===== config.mk =====
export PLATFORM = sky130hd
export DESIGN_NAME = cpu_cache_bridge_flat
export DESIGN_NICKNAME = d
export VERILOG_FILES = /design/src/rtl/cc_bridge_pkg.sv /design/src/rtl/cc_bridge_if.sv /design/src/rtl/cc_bridge_chan.sv /design/src/rtl/cpu_cache_bridge.sv /design/src/flat_wrapper.sv
export SDC_FILE = /design/constraint.sdc
export NUM_CORES = 1
export LEC_CHECK = 0
export CORE_AREA = 2 2 165 167
export CTS_CLUSTER_DIAMETER = 150
export CTS_CLUSTER_SIZE = 40
export DETAILED_ROUTE_END_ITERATION = 7
export DIE_AREA = 0 0 167 169
export DONT_BUFFER_PORTS = 1
export PLACE_DENSITY = 0.37
export SLEW_MARGIN = 20
export SYNTH_ARGS = -nofsm -noshare
export SYNTH_HDL_FRONTEND = slang
export SYNTH_SLANG_ARGS = --single-unit

===== constraint.sdc =====
create_clock -name clk -period 8.6 [get_ports clk]
set_clock_uncertainty 0.05 [all_clocks]
set_input_delay 1.72 -clock clk [delete_from_list [all_inputs] [get_ports clk]]
set_output_delay 1.72 -clock clk [all_outputs]
set_load 0.01 [all_outputs]

===== src/rtl/cc_bridge_pkg.sv =====
// Shared types and constants for the CPU-to-cache bridge.
// Holds the cacheability decode used by both channels.
package cc_bridge_pkg;

    localparam int CC_MODE_PORT     = 0;
    localparam int CC_MODE_KSEG     = 1;
    localparam int CC_MODE_UNCACHED = 2;

    localparam logic [2:0] CC_KSEG0_SEG = 3'b100;

    typedef struct packed {
        logic [31:0] addr;
        logic [1:0]  size;
        logic        op;
        logic [3:0]  wstrb;
        logic [31:0] wdata;
        logic        uncache;
    } cc_req_t;

    function automatic logic cc_uncache(input int mode, input logic cached, input logic [2:0] seg);
        case (mode)
            CC_MODE_PORT: return !cached;
            CC_MODE_KSEG: return seg != CC_KSEG0_SEG;
            default:      return 1'b1;
        endcase
    endfunction

endpackage


===== src/rtl/cc_bridge_if.sv =====
// Cache-side bus interfaces driven by the bridge (instruction and data).
interface cpu_ibus_if #(
    parameter int DATA_W = 64
);
    logic              valid;
    logic              op;
    logic [31:0]       addr;
    logic [1:0]        size;
    logic              uncache;
    logic              addr_ok;
    logic              data_ok;
    logic [DATA_W-1:0] rdata;

    modport master (output valid, op, addr, size, uncache, input addr_ok, data_ok, rdata);
    modport slave  (input valid, op, addr, size, uncache, output addr_ok, data_ok, rdata);
endinterface

interface cpu_dbus_if;
    logic        valid;
    logic        op;
    logic [31:0] addr;
    logic [1:0]  size;
    logic [3:0]  wstrb;
    logic [31:0] wdata;
    logic        uncache;
    logic        addr_ok;
    logic        data_ok;
    logic [31:0] rdata;

    modport master (output valid, op, addr, size, wstrb, wdata, uncache, input addr_ok, data_ok, rdata);
    modport slave  (input valid, op, addr, size, wstrb, wdata, uncache, output addr_ok, data_ok, rdata);
endinterface


===== src/rtl/cc_bridge_chan.sv =====
// One bridge channel: request slot, outstanding counter, cached/uncached
// ordering, stale-response detection and optional response register.
module cc_bridge_chan
    import cc_bridge_pkg::*;
#(
    parameter int DATA_W          = 32,
    parameter int MAX_OUTSTANDING = 4,
    parameter int RSP_REG         = 0
) (
    input  logic              i_clk,
    input  logic              i_rst,
    input  logic              i_req,
    input  cc_req_t           i_req_d,
    output logic              o_addr_ok,
    output logic              o_data_ok,
    output logic [DATA_W-1:0] o_rdata,
    output logic              o_bus_valid,
    output cc_req_t           o_bus_req,
    input  logic              i_bus_addr_ok,
    input  logic              i_bus_data_ok,
    input  logic [DATA_W-1:0] i_bus_rdata,
    output logic              o_proto_err
);
    localparam int                CNT_W   = $clog2(MAX_OUTSTANDING + 1);
    localparam logic [CNT_W-1:0]  CNT_MAX = CNT_W'(MAX_OUTSTANDING);

    logic             r_slot_v;
    cc_req_t          r_slot;
    logic [CNT_W-1:0] r_count;
    logic             r_last_unc;
    logic             r_proto_err;

    logic w_busy;
    logic w_order_block;
    logic w_accept;
    logic w_rsp;
    logic w_stale;

    // addr_ok must not depend on i_req; reset gates it so nothing is granted mid-reset
    always_comb begin
        w_busy        = (r_count != '0);
        w_order_block = w_busy && (i_req_d.uncache != r_last_unc);
        o_addr_ok     = !i_rst && (!r_slot_v || i_bus_addr_ok) && (r_count < CNT_MAX) && !w_order_block;
        w_accept      = i_req && o_addr_ok;
        w_rsp         = i_bus_data_ok && w_busy;
        w_stale       = i_bus_data_ok && !w_busy;
    end

    always_ff @(posedge i_clk or posedge i_rst) begin
        if (i_rst) begin
            r_slot_v    <= 1'b0;
            r_slot      <= '0;
            r_count     <= '0;
            r_last_unc  <= 1'b0;
            r_proto_err <= 1'b0;
        end else begin
            if (w_accept) begin
                r_slot_v   <= 1'b1;
                r_slot     <= i_req_d;
                r_last_unc <= i_req_d.uncache;
            end else if (i_bus_addr_ok) begin
                r_slot_v <= 1'b0;
            end
            if (w_accept && !w_rsp) begin
                r_count <= r_count + CNT_W'(1);
            end else if (!w_accept && w_rsp) begin
                r_count <= r_count - CNT_W'(1);
            end
            if (w_stale) begin
                r_proto_err <= 1'b1;
            end
        end
    end

    assign o_bus_valid = r_slot_v;
    assign o_bus_req   = r_slot;
    assign o_proto_err = r_proto_err;

    generate
        if (RSP_REG != 0) begin : g_rsp_reg
            logic              r_rsp_v;
            logic [DATA_W-1:0] r_rsp_data;

            always_ff @(posedge i_clk or posedge i_rst) begin
                if (i_rst) begin
                    r_rsp_v    <= 1'b0;
                    r_rsp_data <= '0;
                end else begin
                    r_rsp_v <= w_rsp;
                    if (w_rsp) begin
                        r_rsp_data <= i_bus_rdata;
                    end
                end
            end

            assign o_data_ok = r_rsp_v;
            assign o_rdata   = r_rsp_data;
        end else begin : g_rsp_comb
            assign o_data_ok = w_rsp;
            assign o_rdata   = i_bus_rdata;
        end
    endgenerate

endmodule


===== src/rtl/cpu_cache_bridge.sv =====
// Bridges the core's SRAM-like inst/data ports onto the cache buses;
// decodes cacheability here and leaves all sequencing to two channel instances.
module cpu_cache_bridge
    import cc_bridge_pkg::*;
#(
    parameter int IDATA_W         = 64,
    parameter int MAX_OUTSTANDING = 4,
    parameter int CACHE_MODE      = CC_MODE_PORT,
    parameter int RSP_REG         = 0
) (
    input  logic               clk,
    input  logic               reset,
    input  logic               inst_req,
    input  logic [31:0]        inst_addr,
    input  logic [1:0]         inst_size,
    input  logic               inst_cached,
    output logic [IDATA_W-1:0] inst_rdata,
    output logic               inst_addr_ok,
    output logic               inst_data_ok,
    input  logic               data_req,
    input  logic               data_wr,
    input  logic [3:0]         data_wstrb,
    input  logic [31:0]        data_addr,
    input  logic [1:0]         data_size,
    input  logic               data_cached,
    input  logic [31:0]        data_wdata,
    output logic [31:0]        data_rdata,
    output logic               data_addr_ok,
    output logic               data_data_ok,
    cpu_ibus_if.master         ibus,
    cpu_dbus_if.master         dbus,
    output logic               inst_proto_err,
    output logic               data_proto_err
);
    cc_req_t w_inst_req;
    cc_req_t w_data_req;
    cc_req_t w_ibus_req;
    cc_req_t w_dbus_req;
    logic    w_unused_ibus;

    always_comb begin
        w_inst_req         = '0;
        w_inst_req.addr    = inst_addr;
        w_inst_req.size    = inst_size;
        w_inst_req.uncache = cc_uncache(CACHE_MODE, inst_cached, inst_addr[31:29]);

        w_data_req         = '0;
        w_data_req.addr    = data_addr;
        w_data_req.size    = data_size;
        w_data_req.op      = data_wr;
        w_data_req.wstrb   = data_wstrb;
        w_data_req.wdata   = data_wdata;
        w_data_req.uncache = cc_uncache(CACHE_MODE, data_cached, data_addr[31:29]);
    end

    cc_bridge_chan #(
        .DATA_W          (IDATA_W),
        .MAX_OUTSTANDING (MAX_OUTSTANDING),
        .RSP_REG         (RSP_REG)
    ) u_inst_chan (
        .i_clk         (clk),
        .i_rst         (reset),
        .i_req         (inst_req),
        .i_req_d       (w_inst_req),
        .o_addr_ok     (inst_addr_ok),
        .o_data_ok     (inst_data_ok),
        .o_rdata       (inst_rdata),
        .o_bus_valid   (ibus.valid),
        .o_bus_req     (w_ibus_req),
        .i_bus_addr_ok (ibus.addr_ok),
        .i_bus_data_ok (ibus.data_ok),
        .i_bus_rdata   (ibus.rdata),
        .o_proto_err   (inst_proto_err)
    );

    cc_bridge_chan #(
        .DATA_W          (32),
        .MAX_OUTSTANDING (MAX_OUTSTANDING),
        .RSP_REG         (RSP_REG)
    ) u_data_chan (
        .i_clk         (clk),
        .i_rst         (reset),
        .i_req         (data_req),
        .i_req_d       (w_data_req),
        .o_addr_ok     (data_addr_ok),
        .o_data_ok     (data_data_ok),
        .o_rdata       (data_rdata),
        .o_bus_valid   (dbus.valid),
        .o_bus_req     (w_dbus_req),
        .i_bus_addr_ok (dbus.addr_ok),
        .i_bus_data_ok (dbus.data_ok),
        .i_bus_rdata   (dbus.rdata),
        .o_proto_err   (data_proto_err)
    );

    // Instruction fetches carry no write payload on the bus
    assign ibus.op       = 1'b0;
    assign ibus.addr     = w_ibus_req.addr;
    assign ibus.size     = w_ibus_req.size;
    assign ibus.uncache  = w_ibus_req.uncache;
    assign w_unused_ibus = ^{w_ibus_req.op, w_ibus_req.wstrb, w_ibus_req.wdata};

    assign dbus.op      = w_dbus_req.op;
    assign dbus.addr    = w_dbus_req.addr;
    assign dbus.size    = w_dbus_req.size;
    assign dbus.wstrb   = w_dbus_req.wstrb;
    assign dbus.wdata   = w_dbus_req.wdata;
    assign dbus.uncache = w_dbus_req.uncache;

endmodule


===== src/flat_wrapper.sv =====
// flat-port wrapper written by rule: the top's interface ports become plain ports
module cpu_cache_bridge_flat import cc_bridge_pkg::*;
#(
    parameter int IDATA_W         = 64,
    parameter int MAX_OUTSTANDING = 4,
    parameter int CACHE_MODE      = CC_MODE_PORT,
    parameter int RSP_REG         = 0
)
  (clk, reset, inst_req, inst_addr, inst_size, inst_cached, inst_rdata, inst_addr_ok, inst_data_ok, data_req, data_wr, data_wstrb, data_addr, data_size, data_cached, data_wdata, data_rdata, data_addr_ok, data_data_ok, inst_proto_err, data_proto_err, ibus_valid, ibus_op, ibus_addr, ibus_size, ibus_uncache, ibus_addr_ok, ibus_data_ok, ibus_rdata, dbus_valid, dbus_op, dbus_addr, dbus_size, dbus_wstrb, dbus_wdata, dbus_uncache, dbus_addr_ok, dbus_data_ok, dbus_rdata);
  cpu_ibus_if ibus_i ();
  cpu_dbus_if dbus_i ();
  input  logic clk;
  input  logic reset;
  input  logic inst_req;
  input  logic [31:0] inst_addr;
  input  logic [1:0] inst_size;
  input  logic inst_cached;
  output logic [IDATA_W-1:0] inst_rdata;
  output logic inst_addr_ok;
  output logic inst_data_ok;
  input  logic data_req;
  input  logic data_wr;
  input  logic [3:0] data_wstrb;
  input  logic [31:0] data_addr;
  input  logic [1:0] data_size;
  input  logic data_cached;
  input  logic [31:0] data_wdata;
  output logic [31:0] data_rdata;
  output logic data_addr_ok;
  output logic data_data_ok;
  output logic inst_proto_err;
  output logic data_proto_err;
  output wire logic [$bits(ibus_i.valid)-1:0] ibus_valid;
  output wire logic [$bits(ibus_i.op)-1:0] ibus_op;
  output wire logic [$bits(ibus_i.addr)-1:0] ibus_addr;
  output wire logic [$bits(ibus_i.size)-1:0] ibus_size;
  output wire logic [$bits(ibus_i.uncache)-1:0] ibus_uncache;
  input wire logic [$bits(ibus_i.addr_ok)-1:0] ibus_addr_ok;
  input wire logic [$bits(ibus_i.data_ok)-1:0] ibus_data_ok;
  input wire logic [$bits(ibus_i.rdata)-1:0] ibus_rdata;
  output wire logic [$bits(dbus_i.valid)-1:0] dbus_valid;
  output wire logic [$bits(dbus_i.op)-1:0] dbus_op;
  output wire logic [$bits(dbus_i.addr)-1:0] dbus_addr;
  output wire logic [$bits(dbus_i.size)-1:0] dbus_size;
  output wire logic [$bits(dbus_i.wstrb)-1:0] dbus_wstrb;
  output wire logic [$bits(dbus_i.wdata)-1:0] dbus_wdata;
  output wire logic [$bits(dbus_i.uncache)-1:0] dbus_uncache;
  input wire logic [$bits(dbus_i.addr_ok)-1:0] dbus_addr_ok;
  input wire logic [$bits(dbus_i.data_ok)-1:0] dbus_data_ok;
  input wire logic [$bits(dbus_i.rdata)-1:0] dbus_rdata;
  assign ibus_valid = ibus_i.valid;
  assign ibus_op = ibus_i.op;
  assign ibus_addr = ibus_i.addr;
  assign ibus_size = ibus_i.size;
  assign ibus_uncache = ibus_i.uncache;
  assign ibus_i.addr_ok = ibus_addr_ok;
  assign ibus_i.data_ok = ibus_data_ok;
  assign ibus_i.rdata = ibus_rdata;
  assign dbus_valid = dbus_i.valid;
  assign dbus_op = dbus_i.op;
  assign dbus_addr = dbus_i.addr;
  assign dbus_size = dbus_i.size;
  assign dbus_wstrb = dbus_i.wstrb;
  assign dbus_wdata = dbus_i.wdata;
  assign dbus_uncache = dbus_i.uncache;
  assign dbus_i.addr_ok = dbus_addr_ok;
  assign dbus_i.data_ok = dbus_data_ok;
  assign dbus_i.rdata = dbus_rdata;
  cpu_cache_bridge #(.IDATA_W(IDATA_W), .MAX_OUTSTANDING(MAX_OUTSTANDING), .CACHE_MODE(CACHE_MODE), .RSP_REG(RSP_REG)) u_core (.clk(clk), .reset(reset), .inst_req(inst_req), .inst_addr(inst_addr), .inst_size(inst_size), .inst_cached(inst_cached), .inst_rdata(inst_rdata), .inst_addr_ok(inst_addr_ok), .inst_data_ok(inst_data_ok), .data_req(data_req), .data_wr(data_wr), .data_wstrb(data_wstrb), .data_addr(data_addr), .data_size(data_size), .data_cached(data_cached), .data_wdata(data_wdata), .data_rdata(data_rdata), .data_addr_ok(data_addr_ok), .data_data_ok(data_data_ok), .ibus(ibus_i), .dbus(dbus_i), .inst_proto_err(inst_proto_err), .data_proto_err(data_proto_err));
endmodule

Word-level counts from Yosys, hierarchy flattened. Cells that the tools add are included.

$add $sub $neg: 4. Multipliers: 0. Div/mod/pow operators: 0. Magnitude comparators: 2. Equal/unequal tests: 2. Shifts and indexed selects: 0. Multiplexer cells: 8. Bitwise logic cells: 0. Reductions and logical operators: 39.

Operator list (count): 1-bit logical AND (18); 1-bit zero test (13); 3-bit two-way mux (4); 2-bit nonzero test (4); 3-bit by 1-bit adder with 3-bit output (second input constant) (2); 3-bit < comparator (second input constant) (2); 3-bit nonzero test (2); 3-bit by 1-bit subtractor with 3-bit output (second input constant) (2); 1-bit two-way mux (4); 1-bit logical OR (2); 1-bit != test (2).

Register bits after elaboration: 117. Latch bits: 0. Memory bits (writable): 0. Bits in read-only memories: 0. Logic and storage cells: 70. Memories: 0.

Longest topological paths before layout. Gate-level depths: netlist (run 1).

Depth in word-level cells: 10. Gate-level depth with buffers: 11.

Modules after synthesis. From an unflattened synthesis (run 1), not the netlist that was laid out.

Cell total of the unflattened synthesis: 458. Area, all modules: 7150.6 µm².

Modules (own cells, without submodules): cc_bridge_chan (u_core.u_inst_chan) (instances 1, cells an instance 243, area an instance 3686.0 µm², sequential area each 1926.8 µm²); cc_bridge_chan (u_core.u_data_chan) (instances 1, cells an instance 211, area an instance 3445.8 µm², sequential area each 1926.8 µm²); cpu_cache_bridge (instances 1, cells an instance 4, area an instance 18.8 µm², sequential area each 0.0 µm²).

Worst setup path before layout (run 1). Ideal clock, no wire load.

Path kind: input to output. Start: input inst_cached. End: output inst_addr_ok. Data arrival time: 2.178 ns. Slack: 4.652 ns. Stages: 2. Buffers on the path: 0. Cells stage by stage: xor2_1 > o211a_1.

Cells in the longest elaborated chain, start to end: 5.

RTL lines: start, declared (line flat_wrapper.sv:17) `input logic inst_cached;`; 1-bit zero test (line cc_bridge_pkg.sv:22) `CC_MODE_PORT: return !cached;`; 1-bit != test (line cc_bridge_chan.sv:42) `w_order_block = w_busy && (i_req_d.uncache != r_last_unc);`; 1-bit logical AND (line cc_bridge_chan.sv:42); 1-bit zero test (line cc_bridge_chan.sv:43) `o_addr_ok = !i_rst && (!r_slot_v || i_bus_addr_ok) && (r_count < CNT_MAX) && !w_order_block;`; 1-bit logical AND (line cc_bridge_chan.sv:43); end, declared (line flat_wrapper.sv:19) `output logic inst_addr_ok;`.

Every way passes these cells.

Final worst setup path (run 1).
Start: input reset. End: output inst_addr_ok.

Cells in the longest elaborated chain, start to end: 4.

RTL lines: start, declared (line flat_wrapper.sv:13) `input logic reset;`; 1-bit zero test (no line); 1-bit logical AND (3 in a row) (line cc_bridge_chan.sv:43).

Every way passes these cells.

==> impl_metrics.ini, run 1 <==
[route]
via_count = 2472
drtIter0Drc = 90
routed_length_per_placed_instance_um = 17.2
drc_errors = 0
antenna_left = 0
wl_mm = 11.1
drt-pass1-iter-count = 4
viasPerCell = 3.84

[setup_path]
worstPathCellList = nor2_1 > o211a_1
reg2reg_slack_ns = 5.90
worstSetupEndpointType = primary output
critPathSlowestCell = sky130_fd_sc_hd__nor2_1
data_required_time_at_the_worst_endpoint_ns = 6.83
critPathLaunchType = primary input
crit_path_start = reset
cpPeakStageDelay_ns = 0.27
family_with_the_most_delay_on_the_worst_path = simple AND/OR/NAND/NOR gates
cp.buffers_inverters = 0
worst-endpoint-arrival_ns = 2.27
cell_count_of_the_worst_reg_to_reg_path = 4
critPathKind = in -> out
critical_path_fanout_max = 3
launch_point_of_the_worst_reg_to_reg_path = u_core.u_data_chan.r_last_unc
regToRegEndpoint = u_core.u_data_chan.o_bus_req[23]

[hold_path]
worst_hold_path_type = reg -> reg
hp-start = u_core.u_inst_chan.r_count[2]
whs_endpoint = u_core.u_inst_chan.r_count[2]
whs_path_depth = 1

[power]
design_power_total_mw = 2.37
cell_internal_pwr_mw = 1.61
pwr_density_cell_nw_per_um2 = 421
clock_power_share = 0.305
net-switching-power_uw = 758
power.leakage_nw = 2.50
max-vdd-ir-drop_mv = 0.111
sequentialPowerShare = 0.494
netSwitchingFraction = 0.320
power.share.combinational = 0.201

[clock_tree]
post_cts.resized_instances = 0
postCtsSetupRepairBufs = 0
clk_path_buf_depth = 2
clock_sinks = 117
clock_tree_from_tritoncts = yes
clk_pin_slew_worst_setup_hold_paths_ns = 0.05
htree_levels = 4
clk_root_buf = sky130_fd_sc_hd__clkbuf_16
cts_hold_repair.buffers = 0
clock_latency_ns = 0.41
cts_made_buffers = 17

[synth]
synth_top_cells_by_area = sky130_fd_sc_hd__dfrtp_1 54%, sky130_fd_sc_hd__mux2_2 17%, sky130_fd_sc_hd__buf_4 14%, sky130_fd_sc_hd__mux2_4 7.5%, sky130_fd_sc_hd__buf_6 1.9%
synthesis.yosys.warnings = 0
ys_seq_area_frac = 0.542
syn_area_um2 = 5400
synthDominantAreaCellType = sky130_fd_sc_hd__dfrtp_1
syn-num-nets = 591
synth-seq-cells = 117
post_synth_inst_count = 376
ys_types = 21
postSynthAreaPerCell_um2 = 14.4
netlist.area_leader.share = 0.542

[global_routing]
grt_pass1_wl_mm = 16.3
grt_util_all_layers = 0.0775
antenna_found_initial = 0
global_route.overflow_total = 0
first_global_vias = 2755
grt_start_max_net_pins = 64

[placement]
detailed_place_hpwl_mm = 7.90
gp_routability_congestion = 0.666
dp_worst_setup_slack_ns = 4.55
place.port_buffers = 0

[sta]
worst_pin_slew_ns = 0.840
fin_setup_tns_ns = 0
final.min_clock_period_ns = 4.04
post-route-period-util = 0.469
final-setup-viol-count = 0
rsz0062_at_grt = false
fin_ws_ns = 4.56
max_slew_margin = 0.440
timing.fmax_mhz = 248
final_hold_viol_count = 0
final-max-slew-violation-count = 0

[final_layout]
final_cell_mix = 117 x sky130_fd_sc_hd__dfrtp_1, 80 x sky130_fd_sc_hd__mux2_2, 27 x sky130_fd_sc_hd__mux2_4, 17 x sky130_fd_sc_hd__clkbuf_16, 8 x sky130_fd_sc_hd__inv_1
nNetsFinal = 505
final_layout_size_suffix_gt1_frac = 0.467
commonest_non_fill_non_tap_cell_in_the_layout = sky130_fd_sc_hd__dfrtp_1
multi_input_area_um2 = 1620
diodes = 0
flow.area_growth_from_synthesis_pct = 4.05
ff_latch_area_um2 = 2930
fillerInstances = 2797

[floorplanning]
dieWidth_um = 167
io-pin-count = 423
initial_core_util = 0.204
die_area_um2 = 28200
fp.dieH_um = 169
coreArea_um2 = 26500
core.rowCount = 60

[job]
max-cap-violations = 0

[status]
outcome = finished, final reports clean
[routing by layer]
| metal | up-vias | GRT usage | routed length (um) |
|---|---|---|---|
| met4 | 0 | 0.0390 | 272 |
| met3 | 35 | 0.0498 | 1470 |
| met1 | 1220 | 0.0745 | 3780 |
| li1 | 989 | - | - |
| met2 | 228 | 0.129 | 5550 |
| met5 | - | 0 | 0 |
[power groups by stage]
stage,Sequential [mW],Clock (mW),Combinational [mW]
after floorplan,1.11,0,0.480
after global placement,1.19,0,0.463
after detailed placement,1.18,0,0.491
after CTS,1.18,0.755,0.487
after global routing,1.21,0.780,0.528
final,1.17,0.721,0.475
[worst max path at each step]
stage,to,cells past startpoint
global route,inst_addr_ok,2
CTS,inst_addr_ok,2
floorplan,u_core.u_data_chan.o_bus_req[10],1
detailed placement,inst_addr_ok,2
finish,inst_addr_ok,2
global placement,inst_addr_ok,2
[layout make-up]
class                           count  share of cell area
Multi-Input combinational cell    142               0.288
Tap cell                          341              0.0759
Sequential cell                   117               0.521
Clock buffer                       22              0.0826
Timing Repair Buffer                3             0.00401
Clock inverter                      9              0.0227
Inverter                            9             0.00645
[flip-flops by register name (all words and copies together) (netlist names)]
register / cells
u_core.u_inst_chan.r_count: 3
u_core.u_inst_chan.o_bus_req: 34
u_core.u_inst_chan.o_proto_err: 1
u_core.u_data_chan.o_proto_err: 1
u_core.u_data_chan.r_last_unc: 1
u_core.u_data_chan.r_count: 3
u_core.u_inst_chan.o_bus_valid: 1
u_core.u_data_chan.o_bus_req: 71
u_core.u_data_chan.o_bus_valid: 1
u_core.u_inst_chan.r_last_unc: 1
[cells by family after synthesis]
group / Yosys count / share of synthesized area
muxes: 109 / 0.245
and+or+nand+nor: 14 / 0.0120
AOI/OAI and AO/OA: 6 / 0.0130
xor gates and xnor gates: 8 / 0.0130
buffers and inverters: 117 / 0.162
adders and majority gates: 4 / 0.0120
DFF: 117 / 0.542
other: 1 / 0.000694
[worst reg2reg max path: stages (launching register included)]
cell                        delay, ns
sky130_fd_sc_hd__dfrtp_1         0.43
sky130_fd_sc_hd__xor2_1          0.22
sky130_fd_sc_hd__o2111ai_4       0.70
sky130_fd_sc_hd__buf_4           0.68
sky130_fd_sc_hd__mux2_2          0.49
[through the flow]
step	utilization	hold WS (ns)	instance area, um^2	instances
after floorplan	-	0.415	5400	376
after global placement	0.190	0.437	5030	612
after detailed placement	0.190	0.441	5030	612
after CTS	0.212	0.453	5620	643
after global routing	0.212	0.487	5620	643
final	0.212	0.448	5620	643
[Yosys cell counts]
cell type,number
sky130_fd_sc_hd__xnor2_1,2
sky130_fd_sc_hd__fa_1,2
sky130_fd_sc_hd__inv_1,9
sky130_fd_sc_hd__xor2_1,6
sky130_fd_sc_hd__buf_6,9
sky130_fd_sc_hd__ha_1,2
sky130_fd_sc_hd__buf_4,98
sky130_fd_sc_hd__buf_2,1
sky130_fd_sc_hd__nand2_1,2
sky130_fd_sc_hd__mux2_4,27
sky130_fd_sc_hd__dfrtp_1,117
sky130_fd_sc_hd__mux2i_1,2
sky130_fd_sc_hd__a21o_1,2
sky130_fd_sc_hd__nor3_1,2
sky130_fd_sc_hd__o2111ai_4,1
sky130_fd_sc_hd__mux2_2,80
sky130_fd_sc_hd__nor2_1,6
sky130_fd_sc_hd__o211a_1,2
sky130_fd_sc_hd__o2111ai_1,1
sky130_fd_sc_hd__nand2b_1,4
sky130_fd_sc_hd__conb_1,1
(Power assumes the default switching activity.)
==> run 2: changes to the inputs <==
clock period = 4.23 ns   (was 8.6 ns; I/O delays follow)
==> run 2 against run 1 <==
Effect of this change:
- first-iteration DRC count shrank 44%
- clock-buffer cell count shrank 4
- register-to-register slack got worse by 3.9 ns
- via count shrank 1.9%
- sequential power grew 100%
- worst setup slack worse by 2.7 ns
- hold slack worse by 0.084 ns
- routed wire length is 0.82% lower
==> impl_metrics.ini, run 2 (synthesis gave the netlist of run 1 again) <==
[status]
outcome = finished, final reports clean

[floorplanning]
die_area_um2 = 28200
fp.dieH_um = 169
initial_core_util = 0.204
core.rowCount = 60
io-pin-count = 423
dieWidth_um = 167
coreArea_um2 = 26500

[clock_tree]
clock_tree_from_tritoncts = yes
postCtsSetupRepairBufs = 0
cts_hold_repair.buffers = 0
clk_pin_slew_worst_setup_hold_paths_ns = 0.06
htree_levels = 4
clk_path_buf_depth = 2
cts_made_buffers = 17
clock_sinks = 117
clock_latency_ns = 0.41
post_cts.resized_instances = 0
clk_root_buf = sky130_fd_sc_hd__clkbuf_16

[final_layout]
multi_input_area_um2 = 1620
nNetsFinal = 505
ff_latch_area_um2 = 2930
final_cell_mix = 117 x sky130_fd_sc_hd__dfrtp_1, 80 x sky130_fd_sc_hd__mux2_2, 27 x sky130_fd_sc_hd__mux2_4, 17 x sky130_fd_sc_hd__clkbuf_16, 8 x sky130_fd_sc_hd__inv_1
diodes = 0
commonest_non_fill_non_tap_cell_in_the_layout = sky130_fd_sc_hd__dfrtp_1
final_layout_size_suffix_gt1_frac = 0.479
fillerInstances = 2776
flow.area_growth_from_synthesis_pct = 5.60
largest_reg_flops = 71
layout_utilization = 0.215

[power]
design_power_total_mw = 4.96
power.share.combinational = 0.193
cell_internal_pwr_mw = 3.39
pwr_density_cell_nw_per_um2 = 870
max-vdd-ir-drop_mv = 0.231
clock_power_share = 0.328
netSwitchingFraction = 0.317
sequentialPowerShare = 0.479
net-switching-power_mw = 1.57
power.leakage_nw = 2.55

[sta]
worst_pin_slew_ns = 0.958
max_slew_margin = 0.362
final.min_clock_period_ns = 2.36
final_hold_viol_count = 0
timing.fmax_mhz = 424
final-setup-viol-count = 0
final.hold.worst_slack_ns = 0.364
rsz0062_at_grt = false
fin_setup_tns_ns = 0
post-route-period-util = 0.558
final-max-slew-violation-count = 0

[route]
routed_length_per_placed_instance_um = 17.0
antenna_left = 0
met3_length_mm = 1.56
sum_of_routed_wire_segments_on_met1_mm = 3.55
via_count = 2424
drtIter0Drc = 50
met2WireLength_mm = 5.56
wl_mm = 11.0
drc_errors = 0
viasPerCell = 3.76
drt-pass1-iter-count = 4
highest_layer = met4

[setup_path]
worstSetupEndpointType = primary output
launch_point_of_the_worst_reg_to_reg_path = u_core.u_data_chan.r_last_unc
worst-endpoint-arrival_ns = 1.46
cell_count_of_the_worst_reg_to_reg_path = 4
critical_path_fanout_max = 3
data_required_time_at_the_worst_endpoint_ns = 3.33
setup.worst_path.end = inst_addr_ok
regToRegEndpoint = u_core.u_data_chan.o_bus_req[11]
crit_path_start = u_core.u_inst_chan.r_last_unc
critPathLaunchType = flip-flop
reg2reg_slack_ns = 1.96
critPathKind = reg -> out

[global_routing]
first_global_vias = 2844
grt_start_max_net_pins = 74
antenna_found_initial = 0
grt_pass1_wl_mm = 16.5
grt_util_all_layers = 0.0781
global_route.overflow_total = 0

[placement]
place.port_buffers = 0
gp_routability_congestion = 0.672
detailed_place_hpwl_mm = 7.89

[hold_path]
worst_hold_path_type = in -> async

[job]
max-cap-violations = 0
==> run 2: area by class of cell <==
cell class,count,share of cell area
Sequential cell,117,0.513
Clock inverter,14,0.0392
Multi-Input combinational cell,142,0.283
Tap cell,341,0.0748
Timing Repair Buffer,3,0.00614
Inverter,9,0.00636
Clock buffer,18,0.0770
==> run 2: critical path: stages (launching register included) <==
cell                      delay (ns)
sky130_fd_sc_hd__dfrtp_1        0.44
sky130_fd_sc_hd__xor2_1         0.35
sky130_fd_sc_hd__o211a_1        0.28
==> run 2: how the worst min path moves through the flow <==
stage,start,end,slack [ns],cells past startpoint
2_1_floorplan,u_core.u_inst_chan.r_count[2],u_core.u_inst_chan.r_count[2],0.41,1
3_3_place_gp,u_core.u_inst_chan.r_count[2],u_core.u_inst_chan.r_count[2],0.44,1
3_5_place_dp,u_core.u_inst_chan.r_count[2],u_core.u_inst_chan.r_count[2],0.44,1
4_1_cts,reset,u_core.u_data_chan.r_count[0],0.36,1
5_1_grt,reset,u_core.u_data_chan.r_count[0],0.40,1
6_report,reset,u_core.u_data_chan.r_count[0],0.36,1
==> run 2: power groups by stage <==
stage	clock network [mW]	logic, mW	registers, mW
2_1_floorplan	0	0.975	2.25
3_3_place_gp	0	0.927	2.42
3_5_place_dp	0	0.993	2.40
4_1_cts	1.70	0.983	2.40
5_1_grt	1.75	1.06	2.45
6_report	1.63	0.958	2.38
==> run 2: stage by stage <==
step | setup WS [ns] | cells | area (um^2)
after floorplan | 0.233 | 376 | 5400
after global placement | 1.63 | 612 | 5040
after detailed placement | 1.57 | 612 | 5040
after CTS | 1.82 | 644 | 5710
after global routing | 1.80 | 644 | 5710
final | 1.87 | 644 | 5710
==> run 2: per-layer routing <==
| layer | global-route usage | vias to the layer above |
|---|---|---|
| met5 | 0 | - |
| met3 | 0.0528 | 36 |
| li1 | - | 988 |
| met1 | 0.0716 | 1169 |
| met4 | 0.0457 | 0 |
| met2 | 0.129 | 231 |
